<file path="src/rtl/decoder_scan_nbit_pkg.sv">
// Shared definitions for the decoder/scan block: mode encodings and FSM states.
package decoder_scan_nbit_pkg;

    // Mode field encodings; 2'b11 is reserved and decodes like MODE_ONEHOT.
    localparam logic [1:0] MODE_ONEHOT = 2'b00;
    localparam logic [1:0] MODE_THERM  = 2'b01;
    localparam logic [1:0] MODE_SCAN   = 2'b10;

    // Controller states.
    typedef enum logic [0:0] {
        StIdle = 1'b0,
        StScan = 1'b1
    } state_e;

endpackage

</file>
<file path="src/rtl/decoder_scan_nbit_core.sv">
// Combinational index decoder: one-hot (bit idx set) or thermometer (bits 0..idx set).
module decoder_core #(
    parameter int unsigned N = 3
) (
    input  logic [N-1:0]    idx,
    input  logic            therm,
    output logic [2**N-1:0] y
);

    // Each output bit compares its own position against the index.
    always_comb begin
        y = '0;
        for (int unsigned i = 0; i < 2**N; i++) begin
            y[i] = therm ? (idx >= N'(i)) : (idx == N'(i));
        end
    end

endmodule

</file>
<file path="src/rtl/decoder_scan_nbit.sv">
// Registered N-to-2**N decoder with direct one-hot/thermometer modes and a timed scan mode.
module decoder_scan_nbit
    import decoder_scan_nbit_pkg::*;
#(
    parameter int unsigned N       = 3,
    parameter int unsigned DWELL_W = 4
) (
    input  logic               clk,
    input  logic               reset,
    input  logic [N-1:0]       a,
    input  logic               enable,
    input  logic [1:0]         mode,
    input  logic               start,
    input  logic [DWELL_W-1:0] dwell,
    output logic [2**N-1:0]    y,
    output logic               valid,
    output logic               busy,
    output logic               done
);

    localparam logic [N-1:0] LastStep = {N{1'b1}};

    state_e             state_q, state_d;
    logic [N-1:0]       step_q, step_d;
    logic [DWELL_W-1:0] cnt_q, cnt_d;
    logic [DWELL_W-1:0] dwell_q, dwell_d;
    logic [2**N-1:0]    y_q, y_d;
    logic               valid_q, valid_d;
    logic               busy_q, busy_d;
    logic               done_q, done_d;

    logic [N-1:0]       core_idx;
    logic               core_therm;
    logic [2**N-1:0]    core_y;

    // Next-state logic for the controller, step index, dwell counter and done pulse.
    always_comb begin
        state_d = state_q;
        step_d  = step_q;
        cnt_d   = cnt_q;
        dwell_d = dwell_q;
        done_d  = 1'b0;
        case (state_q)
            StIdle: begin
                if (mode == MODE_SCAN && enable && start) begin
                    state_d = StScan;
                    step_d  = '0;
                    cnt_d   = '0;
                    dwell_d = dwell;
                end
            end
            StScan: begin
                if (!enable) begin
                    // Abort: no done pulse.
                    state_d = StIdle;
                    step_d  = '0;
                    cnt_d   = '0;
                end else if (cnt_q == dwell_q) begin
                    cnt_d = '0;
                    if (step_q == LastStep) begin
                        state_d = StIdle;
                        step_d  = '0;
                        done_d  = 1'b1;
                    end else begin
                        step_d = step_q + N'(1);
                    end
                end else begin
                    cnt_d = cnt_q + DWELL_W'(1);
                end
            end
            default: begin
                state_d = StIdle;
            end
        endcase
    end

    // The single decoder sees the upcoming step while scanning, otherwise the direct index.
    assign core_idx   = (state_d == StScan) ? step_d : a;
    assign core_therm = (state_d == StIdle) && (mode == MODE_THERM);

    decoder_core #(
        .N (N)
    ) u_core (
        .idx   (core_idx),
        .therm (core_therm),
        .y     (core_y)
    );

    // Next output values; leaving a scan (finish or abort) always yields a zero cycle.
    always_comb begin
        y_d     = '0;
        valid_d = 1'b0;
        busy_d  = 1'b0;
        if (state_d == StScan) begin
            y_d     = core_y;
            valid_d = 1'b1;
            busy_d  = 1'b1;
        end else if (state_q == StIdle && enable && mode != MODE_SCAN) begin
            y_d     = core_y;
            valid_d = 1'b1;
        end
    end

    // State and output registers with synchronous reset.
    always_ff @(posedge clk) begin
        if (reset) begin
            state_q <= StIdle;
            step_q  <= '0;
            cnt_q   <= '0;
            dwell_q <= '0;
            y_q     <= '0;
            valid_q <= 1'b0;
            busy_q  <= 1'b0;
            done_q  <= 1'b0;
        end else begin
            state_q <= state_d;
            step_q  <= step_d;
            cnt_q   <= cnt_d;
            dwell_q <= dwell_d;
            y_q     <= y_d;
            valid_q <= valid_d;
            busy_q  <= busy_d;
            done_q  <= done_d;
        end
    end

    assign y     = y_q;
    assign valid = valid_q;
    assign busy  = busy_q;
    assign done  = done_q;

endmodule

</file>
<file path="config.mk">
export PLATFORM = sky130hd
export DESIGN_NAME = decoder_scan_nbit
export DESIGN_NICKNAME = d
export VERILOG_FILES = /design/src/rtl/decoder_scan_nbit_pkg.sv /design/src/rtl/decoder_scan_nbit_core.sv /design/src/rtl/decoder_scan_nbit.sv
export SDC_FILE = /design/constraint.sdc
export NUM_CORES = 1
export LEC_CHECK = 0
export CAP_MARGIN = 20
export CORE_ASPECT_RATIO = 0.6
export CORE_MARGIN = 1.5
export CORE_UTILIZATION = 30
export CTS_CLUSTER_DIAMETER = 150
export CTS_CLUSTER_SIZE = 30
export DETAILED_ROUTE_END_ITERATION = 8
export GPL_TIMING_DRIVEN = 0
export SLEW_MARGIN = 20
export SYNTH_ARGS = -nofsm -noshare
export SYNTH_HDL_FRONTEND = slang
export SYNTH_SLANG_ARGS = --single-unit
</file>
<file path="constraint.sdc">
create_clock -name clk -period 2.75 [get_ports clk]
set_clock_uncertainty 0.05 [all_clocks]
set_input_delay 0.55 -clock clk [delete_from_list [all_inputs] [get_ports clk]]
set_output_delay 0.55 -clock clk [all_outputs]
set_load 0.02 [all_outputs]
</file>
==> impl.org <==
** Pwr
- Worst ir drop on vdd :: between 0.2 and 0.25 mV
- Total power per unit cell area :: between 400 and 500 nW/µm²
- The analysis attributes to cell leakage a power of around 0.55 nW.
- Post-layout power :: 0.6619 mW

** Clock tree
- CTS Sinks :: 22
- CTS tree :: yes
- Clock Root Buffer :: sky130_fd_sc_hd__clkbuf_8
- Number of H-tree branching levels :: 1
- At the later pin of the worst-skew pair, clock insertion delay measures around 0.27 ns.
- Quantity of gates resized following cts :: 0
- After clock tree synthesis, the setup repair step added 0 buffers.
- TritonCTS buffer count :: 3
- After clock tree synthesis, the clock-pin slew on the worst setup and hold paths is around 0.070 ns.
- Max Root-Sink Buffers :: 2
- The number of hold buffers added after CTS was 0.

** Cells and area
- The number of antenna diodes in the final layout is 0.
- Share of layout cells above drive strength 1 :: between 15 and 20%
- Counting the fill cells in the layout gives between 300 and 400.
- The sequential cells in the finished layout cover a total of roughly 440 µm².
- After the last flow step, the layout net total stands at between 150 and 200.
- Area used by multi-input combinational logic :: between 700 and 800 µm²
- Syn-to-layout area delta :: 28.33%

** Critical path
- STA classifies the critical path endpoint as a flop.
- Peak fanout along the critical path :: 5
- Arrival time of data at the critical path endpoint :: 2.65 ns
- Worst EP required :: between 2 and 3 ns
- Crit start category :: primary input
- The worst setup path is of the in -> reg kind.

** Yosys
- Cell type with the highest aggregate area in the netlist :: sky130_fd_sc_hd__dfxtp_1
- Each instance of the synthesized netlist takes up on average approximately 9.4 µm².
- Counting flops with an async set or reset pin after synthesis yields a share of 0%.
- Post-synth top flop :: sky130_fd_sc_hd__dfxtp_1
- Share of the synthesized area in the top cell type :: between 30% and 40%
- In this run, synthesis produced a sequential element count of 22.
- In this run the cell area of the synthesized design comes to 1184 µm².
- Register area share after synthesis :: 37.21%
- Synthesized instance count :: ~130
- Yosys instantiated no cell more often than sky130_fd_sc_hd__dfxtp_1.
- Cell types occupying the most area after synthesis :: sky130_fd_sc_hd__dfxtp_1 (37%), sky130_fd_sc_hd__nor2_1 (6.0%), sky130_fd_sc_hd__xnor2_2 (5.5%)
- The synthesized design contains 0 enable-type register cells.
- Synth warnings :: 0
- Syn_nets :: 142
- Most instantiated cells after synthesis :: sky130_fd_sc_hd__dfxtp_1 (22), sky130_fd_sc_hd__nor2_1 (19), sky130_fd_sc_hd__nand2_1 (15)
- After synthesis, the netlist uses 48 different library cells.

** Die
- Y dimension of the die :: just over 50 µm
- # IOs :: 24
- Starting utilization of the core area :: around a third
- After floorplanning, the core was divided into 17 placement rows.
- Measured along the x axis, the die boundary spans 84.09 µm.
- The floorplan step defined a die boundary enclosing 4344 µm².
- Standard cell core area :: approximately 3700 µm²

** Timing
- Ratio of final minimum period to clock period :: a little over 90%
- The total count of hold-check failures in the final report came to 0.
- Derived from the worst setup path, the maximum achievable clock frequency is around 400 MHz.
- RSZ-0062 raised after global routing :: false
- At the pin with the least slew margin, the transition time is roughly 0.5 ns.
- Final count of negative-setup-slack endpoints :: 0
- Post-layout minimum cycle time :: between 2 and 3 ns
- Setup_tns :: 0 ns
- The number of pins with negative max-slew slack in the final report is 0.
- The worst pin sits at a relative slew slack of between 60% and 70%.

** Routing
- Via count normalized by instance count :: about 5
- Detailed-router iteration count before antenna repair :: 4
- Total wire length after detailed routing :: between 2 and 3 mm
- The final route contains 1,005 vias.
- After detailed routing, the number of remaining DRC violations is 0.
- Average detailed-routed wire length per instance :: 14.37 µm
- Number of nets with antenna violations after routing :: 0
- For this block, the initial DRC count from the detailed router was between 40 and 50.

** GRT
- Initial antenna violation count :: 0
- For this run the aggregate overflow at the end of global routing stands at 0.
- The first global-routing pass estimated roughly 5 mm of wire.
- The number of global-route vias before repair is between 900 and 1,000.
- Overall Global Routing Usage :: 14.93%
- Maximum number of pins on one net before global-route repair :: 13

** Run status
- The flow ran to the end, and the final reports show no timing, DRC or antenna violations.

** Placed design
- Estimated wirelength of the detail-placed design :: around 2.2 mm
- At the end of routability-driven placement, the weighted congestion stood at slightly below 0.8.
- Count of buffers inserted at the top-level ports :: 22

** Hold path
- Type of the tightest min-delay check :: reg -> reg

** Job
- Across the run, the number of max-cap violations was 0.
report_power, final:
group | switching (mW) | internal [mW] | total (mW)
clock | 0.106 | 0.128 | 0.234
combinational | 0.0533 | 0.0466 | 0.0999
sequential | 0.00332 | 0.325 | 0.328
total | 0.163 | 0.499 | 0.662
routing by layer:
layer,GRT usage (%),wire (µm)
met3,3.968,119
met1,22.52,1615
met5,0,0
met2,20.53,1093
met4,4.098,31
cell type report:
cell class | instances | share of cell area [%]
multi-input combinational | 98 | 47.03
tap | 47 | 3.871
inverter | 3 | 0.7413
buffer | 3 | 1.236
sequential | 22 | 28.99
clock buffer | 4 | 3.624
timing repair buffer | 22 | 14.50
critical path: stages:
cell,delay [ns]
sky130_fd_sc_hd__clkdlybuf4s50_1,0.52
sky130_fd_sc_hd__and3b_1,0.25
sky130_fd_sc_hd__a21oi_1,0.39
sky130_fd_sc_hd__or2_4,0.22
sky130_fd_sc_hd__a22oi_2,0.10
sky130_fd_sc_hd__a31o_2,0.30
sky130_fd_sc_hd__a2111oi_1,0.31
kinds of logic (layout without fill, tap and decap cells):
family,count (synthesis),count (layout),share of synthesized area (%)
AOI/OAI and AO/OA,37,37,23.68
xor gates and xnor gates,4,4,5.497
adders and majority gates,3,3,3.172
buffers and inverters,6,32,2.536
DFF,22,22,37.21
muxes,3,3,2.960
and+or+nand+nor,51,51,24.95
flip-flops by register name (all words and copies together) (netlist names):
name and flops:
cnt_q 4, y 8, dwell_q 4, step_q 3, valid 1, done 1
state_q 1
worst paths after layout:
check                  start         end  slack [ns]  cells past startpoint
setup reg to reg   step_q[0]        y[3]        0.47                      7
hold reg to reg   dwell_q[1]  dwell_q[1]        0.47                      2
hold / removal    dwell_q[1]  dwell_q[1]        0.47                      2
setup / recovery     mode[1]        y[2]        0.20                      7
stage by stage:
stage               worst slack [ns]  cell area (µm²)  util, %  hold WS [ns]  cells
finish                        0.1998             1519    40.81        0.4744    199
global route                0.003562             1519    40.81        0.5050    199
CTS                           0.2047             1518    40.77        0.4771    199
detailed placement          -0.06995             1463    39.29        0.4661    195
global placement             -0.1158             1463    39.29        0.4607    195
floorplan                     0.7099             1184        -        0.4390    126
placed cells by master (no fill, tap or decap), drive strengths merged:
cell type      Yosys  layout
mux2i              2       2
a31o               1       1
a221oi             3       3
a31oi              1       1
nand2             15      15
mux2               1       1
nor2              20      20
nor4b              1       1
a21oi              9       9
a21boi             1       1
o21a               1       1
a211oi             2       2
or3                1       1
and2               2       2
o22ai              1       1
nand3b             1       1
nand2b             2       2
nand4              1       1
inv                3       3
a22oi              2       2
or2                1       1
a41oi              1       1
nor3               2       2
clkbuf             1       5
a21o               2       2
ha                 3       3
and3b              1       1
o22a               1       1
a22o               1       1
nor3b              1       1
buf                2       2
o21ai              8       8
dfxtp             22      22
or3b               1       1
clkdlybuf4s50      0      22
a2111oi            2       2
a311oi             1       1
nand3              2       2
xnor2              4       4
Note: power is estimated with default switching activity, not from simulation.
